[src/rtl/hilo_pkg.sv]
// Shared definitions for the HI/LO multiply-accumulate unit: op codes, FSM
// encoding, the latched request payload and op classification helpers.
package hilo_pkg;

  localparam int unsigned OP_W = 6;

  localparam logic [OP_W-1:0] OP_MULTU = 6'd1;
  localparam logic [OP_W-1:0] OP_MULT  = 6'd2;
  localparam logic [OP_W-1:0] OP_MTHI  = 6'd3;
  localparam logic [OP_W-1:0] OP_MTLO  = 6'd4;
  localparam logic [OP_W-1:0] OP_MADDU = 6'd28;
  localparam logic [OP_W-1:0] OP_MADD  = 6'd29;
  localparam logic [OP_W-1:0] OP_MSUBU = 6'd30;
  localparam logic [OP_W-1:0] OP_MSUB  = 6'd31;

  typedef enum logic [1:0] {
    ST_IDLE = 2'd0,
    ST_MUL  = 2'd1,
    ST_ACC  = 2'd2
  } hiloState_t;

  // Request captured at start: operation and sign of the final product
  typedef struct packed {
    logic [OP_W-1:0] op;
    logic            neg;
  } mulReq_t;

  function automatic logic is_signed_op(input logic [OP_W-1:0] op);
    return (op == OP_MULT) || (op == OP_MADD) || (op == OP_MSUB);
  endfunction

  function automatic logic is_mul_op(input logic [OP_W-1:0] op);
    return (op == OP_MULTU) || (op == OP_MULT)  ||
           (op == OP_MADDU) || (op == OP_MADD)  ||
           (op == OP_MSUBU) || (op == OP_MSUB);
  endfunction

endpackage

[src/rtl/hilo_seq_mult.sv]
// Unsigned WIDTH x WIDTH radix-2 shift-add multiplier; one step per cycle,
// product valid after WIDTH steps following a load.
module hilo_seq_mult
  import hilo_pkg::*;
#(
  parameter int unsigned WIDTH = 32
) (
  input  logic               clk,
  input  logic               rst,
  input  logic               load,
  input  logic [WIDTH-1:0]   a,
  input  logic [WIDTH-1:0]   b,
  input  logic               step,
  output logic [2*WIDTH-1:0] product
);

  localparam int unsigned PW = 2 * WIDTH;

  logic [WIDTH-1:0] mcand;
  logic [PW-1:0]    acc;
  logic [WIDTH:0]   partial;

  // Upper half plus multiplicand when the current multiplier bit is set
  always_comb begin
    partial = {1'b0, acc[PW-1:WIDTH]} + (acc[0] ? {1'b0, mcand} : {(WIDTH+1){1'b0}});
  end

  always_ff @(posedge clk or negedge rst) begin
    if (!rst) begin
      mcand <= '0;
      acc   <= '0;
    end else if (load) begin
      mcand <= a;
      acc   <= {{WIDTH{1'b0}}, b};
    end else if (step) begin
      acc <= {partial, acc[WIDTH-1:1]};
    end
  end

  assign product = acc;

endmodule

[src/rtl/hilo_mac_unit.sv]
// HI/LO multiply-accumulate unit with an iterative multiplier core.
// Optional macro HILO_OVF_EN adds the sticky acc_ovf accumulate-overflow flag.
module hilo_mac_unit
  import hilo_pkg::*;
#(
  parameter int unsigned WIDTH = 32
) (
  input  logic             clk,
  input  logic             rst,
  input  logic             start,
  input  logic [OP_W-1:0]  op,
  input  logic [WIDTH-1:0] src_a,
  input  logic [WIDTH-1:0] src_b,
  output logic             busy,
  output logic             done,
  output logic [WIDTH-1:0] hi_out,
  output logic [WIDTH-1:0] lo_out
`ifdef HILO_OVF_EN
  ,
  output logic             acc_ovf
`endif
);

  localparam int unsigned PW    = 2 * WIDTH;
  localparam int unsigned CNT_W = $clog2(WIDTH + 1);

  hiloState_t       state, stateNext;
  mulReq_t          req, reqNext;
  logic [CNT_W-1:0] stepCnt, stepCntNext;
  logic             busyNext, doneNext;
  logic             loadMul, stepMul;
  logic             negA, negB;
  logic [WIDTH-1:0] magA, magB;
  logic [PW-1:0]    mulProduct, signedP;
  logic [PW-1:0]    hiLo, hiLoNext;
  logic [PW-1:0]    accSum, accDiff;
`ifdef HILO_OVF_EN
  logic             ovfNext;
  logic [PW:0]      addWide, subWide;
  logic             carryOut, borrowOut, sOvfAdd, sOvfSub;
`endif

  assign hiLo = {hi_out, lo_out};

  // Operand magnitudes; the two's-complement negation of the most-negative
  // value is exactly 2^(WIDTH-1) when read as unsigned
  always_comb begin
    negA = is_signed_op(op) && src_a[WIDTH-1];
    negB = is_signed_op(op) && src_b[WIDTH-1];
    magA = negA ? (~src_a + WIDTH'(1)) : src_a;
    magB = negB ? (~src_b + WIDTH'(1)) : src_b;
  end

  hilo_seq_mult #(
    .WIDTH(WIDTH)
  ) u_mult (
    .clk    (clk),
    .rst    (rst),
    .load   (loadMul),
    .a      (magA),
    .b      (magB),
    .step   (stepMul),
    .product(mulProduct)
  );

  // Signed product and accumulate candidates, all mod 2^(2*WIDTH)
  always_comb begin
    signedP = req.neg ? (~mulProduct + PW'(1)) : mulProduct;
`ifdef HILO_OVF_EN
    addWide   = {1'b0, hiLo} + {1'b0, signedP};
    subWide   = {1'b0, hiLo} - {1'b0, signedP};
    accSum    = addWide[PW-1:0];
    accDiff   = subWide[PW-1:0];
    carryOut  = addWide[PW];
    borrowOut = subWide[PW];
    sOvfAdd   = (hiLo[PW-1] == signedP[PW-1]) && (accSum[PW-1] != hiLo[PW-1]);
    sOvfSub   = (hiLo[PW-1] != signedP[PW-1]) && (accDiff[PW-1] != hiLo[PW-1]);
`else
    accSum  = hiLo + signedP;
    accDiff = hiLo - signedP;
`endif
  end

  always_ff @(posedge clk or negedge rst) begin
    if (!rst) begin
      state <= ST_IDLE;
    end else begin
      state <= stateNext;
    end
  end

  always_comb begin
    stateNext   = state;
    reqNext     = req;
    stepCntNext = stepCnt;
    busyNext    = 1'b0;
    doneNext    = 1'b0;
    hiLoNext    = hiLo;
    loadMul     = 1'b0;
    stepMul     = 1'b0;
`ifdef HILO_OVF_EN
    ovfNext     = acc_ovf;
`endif
    case (state)
      ST_IDLE: begin
        if (start) begin
          if (is_mul_op(op)) begin
            stateNext   = ST_MUL;
            busyNext    = 1'b1;
            loadMul     = 1'b1;
            reqNext.op  = op;
            reqNext.neg = is_signed_op(op) && (src_a[WIDTH-1] ^ src_b[WIDTH-1]);
            stepCntNext = '0;
          end else if (op == OP_MTHI) begin
            hiLoNext[PW-1:WIDTH] = src_a;
            doneNext             = 1'b1;
`ifdef HILO_OVF_EN
            ovfNext              = 1'b0;
`endif
          end else if (op == OP_MTLO) begin
            hiLoNext[WIDTH-1:0] = src_a;
            doneNext            = 1'b1;
`ifdef HILO_OVF_EN
            ovfNext             = 1'b0;
`endif
          end
        end
      end
      ST_MUL: begin
        busyNext    = 1'b1;
        stepMul     = 1'b1;
        stepCntNext = stepCnt + CNT_W'(1);
        if (stepCnt == CNT_W'(WIDTH - 1)) begin
          stateNext = ST_ACC;
        end
      end
      ST_ACC: begin
        stateNext = ST_IDLE;
        doneNext  = 1'b1;
        case (req.op)
          OP_MADDU, OP_MADD: hiLoNext = accSum;
          OP_MSUBU, OP_MSUB: hiLoNext = accDiff;
          default:           hiLoNext = signedP;
        endcase
`ifdef HILO_OVF_EN
        case (req.op)
          OP_MADDU: ovfNext = acc_ovf | carryOut;
          OP_MSUBU: ovfNext = acc_ovf | borrowOut;
          OP_MADD:  ovfNext = acc_ovf | sOvfAdd;
          OP_MSUB:  ovfNext = acc_ovf | sOvfSub;
          default:  ovfNext = 1'b0;
        endcase
`endif
      end
      default: stateNext = ST_IDLE;
    endcase
  end

  // Datapath and handshake registers; reset aborts any operation in flight
  always_ff @(posedge clk or negedge rst) begin
    if (!rst) begin
      req     <= '0;
      stepCnt <= '0;
      busy    <= 1'b0;
      done    <= 1'b0;
      hi_out  <= '0;
      lo_out  <= '0;
`ifdef HILO_OVF_EN
      acc_ovf <= 1'b0;
`endif
    end else begin
      req     <= reqNext;
      stepCnt <= stepCntNext;
      busy    <= busyNext;
      done    <= doneNext;
      hi_out  <= hiLoNext[PW-1:WIDTH];
      lo_out  <= hiLoNext[WIDTH-1:0];
`ifdef HILO_OVF_EN
      acc_ovf <= ovfNext;
`endif
    end
  end

endmodule

[config.mk]
export PLATFORM = sky130hd
export DESIGN_NAME = hilo_mac_unit
export DESIGN_NICKNAME = d
export VERILOG_FILES = /design/src/rtl/hilo_pkg.sv /design/src/rtl/hilo_seq_mult.sv /design/src/rtl/hilo_mac_unit.sv
export SDC_FILE = /design/constraint.sdc
export NUM_CORES = 1
export LEC_CHECK = 0
export ABC_AREA = 1
export CORE_MARGIN = 10
export CORE_UTILIZATION = 35
export DETAILED_ROUTE_END_ITERATION = 8
export GPL_ROUTABILITY_DRIVEN = 0
export PLACE_DENSITY = 0.53
export SETUP_SLACK_MARGIN = 0.2
export SYNTH_ARGS = -nofsm -noshare
export SYNTH_HDL_FRONTEND = slang
export SYNTH_SLANG_ARGS = --single-unit
[constraint.sdc]
create_clock -name clk -period 11.9 [get_ports clk]
set_clock_uncertainty 0.15 [all_clocks]
set_input_delay 2.38 -clock clk [delete_from_list [all_inputs] [get_ports clk]]
set_output_delay 2.38 -clock clk [all_outputs]
set_load 0.03 [all_outputs]
Yosys cells after proc, flatten, opt, wreduce, memory -nomap -nowiden
Index checks and enable logic that the tools add are counted.
- bits in read-only memories: 0
- memories kept: 0
- RAM bits: 0
- flip-flop bits (word level): 177
- bits in latches: 0
- word-level logic and storage cells: 94
- multipliers: 0
- $add $sub $neg: 7
- divide/modulo/power cells: 0
- $lt $le $gt $ge: 0
- eq/ne operators: 22
- shift-type cells: 0
- mux-type cells: 30
- bitwise gates (word level): 4
- reduce and logical (&&, ||, !) cells: 21
- operators with widths (cell ; number):
    64-bit 2-to-1 mux ; 5
    64-bit case mux with 2 select lines ; 2
    32-bit 2-to-1 mux ; 6
    32-bit by 1-bit adder with 32-bit output (second input constant) ; 2
    64-bit by 1-bit adder with 64-bit output (second input constant) ; 1
    64-bit adder ; 1
    32-bit NOT ; 2
    64-bit NOT ; 1
    64-bit subtractor ; 1
    6-bit by 5-bit == test with 1-bit output (second input constant) ; 9
    32-bit by 33-bit adder with 33-bit output ; 1
    2-bit != test (second input constant) ; 7
    6-bit by 2-bit == test with 1-bit output (second input constant) ; 2
    6-bit 2-to-1 mux ; 2
    6-bit case mux with 2 select lines ; 1
    3-bit AND reduction ; 3
    1-bit 2-to-1 mux ; 8
    1-bit logical OR ; 7
    6-bit by 1-bit adder with 6-bit output (second input constant) ; 1
    6-bit by 1-bit == test with 1-bit output (second input constant) ; 1
    6-bit by 3-bit == test with 1-bit output (second input constant) ; 1
    2-bit 2-to-1 mux ; 3
    2-bit nonzero test ; 3
    5-bit AND reduction ; 1
    9 further kinds ; 13

Longest topological paths before layout
- word-level depth: 10
- depth in mapped cells: 37
- gate-level depth less buffers: 36

Cells and area by module
Synthesis repeated with hierarchy kept, for this count alone.
- cells, all modules: 3476
- area total of the unflattened synthesis: 20483.4 um^2
- by module, submodules not included (module ; seq. area each (um^2) ; area each (um^2) ; times used ; cells an instance):
    hilo_mac_unit ; 2001.9 ; 14102.3 ; 1 ; 2507
    hilo_seq_mult ; 2402.3 ; 6381.1 ; 1 ; 969

Worst setup path after synthesis
No wires, ideal clock.
- kind: input port to flip-flop
- start: in src_b[0]
- end: reg u_mult.acc[28] (netlist: u_mult.product[28])
- arrival time: 4369 ps
- setup slack: 7237 ps
- stages on the path: 16
- library setup time: 144 ps
- cells stage by stage: inv_1 -> ha_1 -> inv_1 -> nor3_1 -> inv_1 -> nor3_1 -> inv_1 -> nor3_1 -> nand3_1 -> nor2_1 -> nand2_1 -> nor2_2 -> a21oi_1 -> a21oi_1 -> xor2_1 -> o221ai_1
- longest elaborated chain between the ends: 4
- ends and longest elaborated chain (what ; RTL line ; source):
    start: declaration ; hilo_mac_unit.sv:13 ; input logic [WIDTH-1:0] src_b,
    32-bit NOT ; hilo_mac_unit.sv:51 ; magB = negB ? (~src_b + WIDTH'(1)) : src_b;
    32-bit by 1-bit adder with 32-bit output ; hilo_mac_unit.sv:51 ;
    32-bit 2-to-1 mux ; hilo_mac_unit.sv:51 ;
    64-bit 2-to-1 mux ; hilo_seq_mult.sv:32 ; end else if (load) begin
    end signal: assignment ; hilo_seq_mult.sv:34 ; acc <= {{WIDTH{1'b0}}, b};
    end signal: assignment ; hilo_seq_mult.sv:36 ; acc <= {partial, acc[WIDTH-1:1]};
    end: declaration ; hilo_seq_mult.sv:20 ; logic [PW-1:0] acc;
Every way passes these cells.
A chain may end at the register's enable or synchronous reset.

Final worst setup path
- start: reg req[6] (netlist bit)
- end: reg hi_out[19]
- longest elaborated chain between the ends: 4
- ends and longest elaborated chain (what ; RTL line ; source):
    start: declaration ; hilo_mac_unit.sv:28 ; mulReq_t req, reqNext;
    start signal: assignment ; hilo_mac_unit.sv:172 ; req <= reqNext;
    6-bit by 5-bit == test with 1-bit output ; hilo_mac_unit.sv:140 ; case (req.op)
    2-bit OR reduction ; hilo_mac_unit.sv:140 ;
    64-bit case mux with 2 select lines (*) ; hilo_mac_unit.sv:140 ;
    64-bit case mux with 2 select lines (*) ; hilo_mac_unit.sv:104 ; case (state)
    end signal: assignment ; hilo_mac_unit.sv:176 ; hi_out <= hiLoNext[PW-1:WIDTH];
    end: declaration ; hilo_mac_unit.sv:16 ; output logic [WIDTH-1:0] hi_out,
Mark *: on every way between the ends. The rest lies on a longest branch, timed or not.

==> key figures <==
Clock tree
  – CTS root buf: clkbuf_16
  – Post-CTS setup buffers: 0
  – Htree depth: 4
  – TritonCTS clock tree: done
  – Cts repair resizes: 0
  – Cts bufs inserted: 17
  – CTS sink count: 176
  – Max clock buf depth: 2
  – Hold buffers post-CTS: 0
  – Clk_lat worst skew: 0.51 ns
  – Clock slew at the register clock pins of the worst setup and hold paths: 0.07 ns

Power
  – Peak supply drop: 0.000126 V
  – Pwr dens: 60.5 nW/um^2
  – Pleak: 10.0 nW

Detailed routing
  – Final WL: 81,700 um
  – Remaining DRCs: 0
  – First-iteration detailed-routing DRC count: 2,556
  – Number of routed nets with antenna violations: 0
  – DRT Pass-1 Iters: 7
  – Wire length per cell: 20.3 um
  – Routed vias/inst: 5.47
  – DR vias: 22,014

Die
  – Die height: 256 um
  – Placement row count: 86
  – Core region area: 55,100 sq um
  – Top-level I/O count: 139
  – DIE WIDTH: 256 um
  – Initial Util: 35.4%
  – Die area: 65,500 sq um

Global routing
  – Vias in the first global route: 20,777
  – Overflow after GRT: 0
  – Initial antenna violation count: 0
  – GRT Total Usage: 24.3%
  – Largest net degree at the start of global routing: 86
  – First-pass GRT wire length: 124,000 um

STA
  – Slew Viols, Final: 0
  – Slew margin rel.: 34.2%
  – RSZ-0062 raised after global routing: false
  – Slew at the pin closest to its max-slew limit: 0.987 ns
  – Post-layout min period: 6.62 ns
  – Tcrit/Tclk final: 55.7%
  – Final setup viols: 0
  – Highest clock rate: 0.151 GHz
  – Final Hold Viols: 0
  – Final worst slack: 5.28 ns
  – Setup TNS: 0 ns
  – Worst hold slack: 0.339 ns

Layout
  – Share of layout cells above drive strength 1: 4.03%
  – Fin cells: 4,025
  – Area delta synth->final: 13.8%
  – Fill count: 6,022
  – Nets: 3,438
  – Final core utilization: 40.3%

Logic synthesis
  – Synth unique cells: 58
  – #FFs+latches synth: 176
  – EDFF count, synth: 0
  – Synth warn: 0
  – Avg Inst Size Synth: 6.14 sq um
  – Post-Synthesis Cells: 3,177
  – Syn Nets: 3,352
  – Seq/Total Area, Yosys: 22.6%
  – Asr flop ratio synth: 100%
  – Top cell type's share of synthesized area: 22.6%
  – Post-Syn Area: 19,500 sq um
  – Top cell type by total area after synthesis: dfrtp_1
  – Most frequent cell after synthesis: nand2_1
  – Ys flop type: dfrtp_1
  – Main area contributors after synthesis: dfrtp_1 23%, nand2_1 13%, nor2_1 9.1%
  – Synth cell count leaders: 697 x nand2_1, 474 x nor2_1, 430 x inv_1

Place
  – Placed cells: 3,992
  – I/O Buffers: 138
  – Setup WS pre-CTS: 5.25 ns
  – Dpl hpwl: 66,500 um

Setup path
  – Worst Path Max Fanout: 75
  – Critical path startpoint category: flip-flop
  – Crit path kind: reg -> reg
  – Worst Path Required: 12.14 ns
  – Setup crit end kind: flip-flop
  – Data arrival, critical path: 6.87 ns
  – FF-to-FF setup slack: 5.28 ns

Status
  – Outcome: completed

Hold path
  – HP Class: reg -> reg

Flow run
  – Maxcap violations: 0
power breakdown:
| group | internal, mW | switching (mW) |
|---|---|---|
| clock network | 0.323 | 0.298 |
| registers | 0.599 | 0.00182 |
| logic | 0.0409 | 0.0779 |
| total | 0.963 | 0.378 |
placed cells by master (no fill, tap or decap), types with 5 or more instances in the layout:
master / synthesis / final
nor4_1: 16 / 15
nand3b_1: 5 / 5
nand2_2: 17 / 18
xor2_1: 106 / 106
ha_1: 100 / 100
clkbuf_16: 0 / 17
nand4_1: 43 / 43
nor2_2: 17 / 17
nand3_1: 197 / 197
inv_1: 430 / 430
clkinv_1: 5 / 5
a21oi_1: 218 / 218
o21a_1: 11 / 11
o21ai_0: 236 / 236
a21boi_0: 11 / 11
a21o_1: 13 / 13
inv_2: 9 / 9
o211ai_1: 30 / 30
or2_2: 9 / 9
clkdlybuf4s50_1: 0 / 137
xnor2_1: 37 / 37
a31oi_1: 51 / 51
nand2_1: 697 / 696
o21bai_1: 22 / 22
inv_6: 0 / 5
o22ai_1: 24 / 24
dfrtp_1: 176 / 175
buf_4: 5 / 13
nor2_1: 474 / 473
nor2_4: 7 / 8
o221ai_1: 37 / 37
nor3_1: 38 / 38
o21ai_1: 15 / 15
layout make-up:
cell class	count	area (sq um)	area share, %
Inverter	445	1670	7.54
Tap cell	748	936	4.22
Antenna cell	1	2.50	0.0113
Clock buffer	19	453	2.04
Sequential cell	176	4410	19.9
Clock inverter	13	149	0.671
Timing Repair Buffer	151	1480	6.69
Multi-Input combinational cell	2472	13100	59.0
routing by layer:
layer / up-vias / part of all wire (%) / GRT usage (%) / routed length, um
li1: 10668 / - / - / -
met4: 0 / 4.3 / 10.5 / 3510
met2: 915 / 42 / 36.8 / 34600
met3: 119 / 7.3 / 3.94 / 6010
met5: - / 0 / 0 / 0
met1: 10312 / 46 / 33.5 / 37600
final timing paths:
path | from | endpoint | cells past startpoint
max in group asynchronous | rst | req[0]$_DFFE_PN0P_ | 3
worst min register to register | u_mult.mcand[3]$_DFFE_PN0P_ | u_mult.mcand[3]$_DFFE_PN0P_ | 2
min in group asynchronous | rst | stepCnt[2]$_DFFE_PN0P_ | 1
worst max-delay path | req[6]$_DFFE_PN0P_ | hi_out[19]$_DFFE_PN0P_ | 23
worst max register to register | req[6]$_DFFE_PN0P_ | hi_out[19]$_DFFE_PN0P_ | 23
worst min-delay path | u_mult.mcand[3]$_DFFE_PN0P_ | u_mult.mcand[3]$_DFFE_PN0P_ | 2
worst max-delay path: stages (launching register included):
cell and delay, ns:
dfrtp_1 0.39, nor4_2 0.26, buf_4 0.70, nand2_2 0.80
inv_1 0.91, or2_2 0.24, xor2_1 0.16, ha_1 0.28
nand3_1 0.10, nand3_1 0.11, a21oi_1 0.35, o21bai_1 0.21
a21boi_0 0.41, o21ai_0 0.28, a21oi_1 0.33, inv_1 0.08
nand2_1 0.08, nand2_1 0.12, nand2_1 0.11, nand2_1 0.05
nand2_1 0.05, nand3_1 0.07, nand2_1 0.11, a21oi_1 0.07
registers in the layout (all words and copies together), names as in the netlist:
register and cells:
busy 1, state 2, req 6, u_mult.mcand 32, done 1, hi_out 32
stepCnt 6, lo_out 32, u_mult.product 64
stage by stage:
| step | power [mW] | area (sq um) |
|---|---|---|
| 2_1_floorplan | 0.652 | 19500 |
| 3_3_place_gp | 0.730 | 21600 |
| 3_5_place_dp | 0.731 | 21600 |
| 4_1_cts | 1.36 | 22200 |
| 5_1_grt | 1.38 | 22200 |
| 6_report | 1.34 | 22200 |
kinds of logic (layout without fill, tap and decap cells):
kind of cell | after synthesis | after routing | synth area share, %
other | 0 | 1 | 0
XOR/XNOR | 143 | 143 | 6.42
adder cells (fa/ha/maj) | 102 | 102 | 6.62
AND/OR/NAND/NOR | 1539 | 1539 | 33.5
flip-flops | 176 | 176 | 22.6
buffers and inverters | 529 | 628 | 10.4
AO/OA/AOI/OAI | 688 | 688 | 20.4
(Power assumes the default switching activity.)
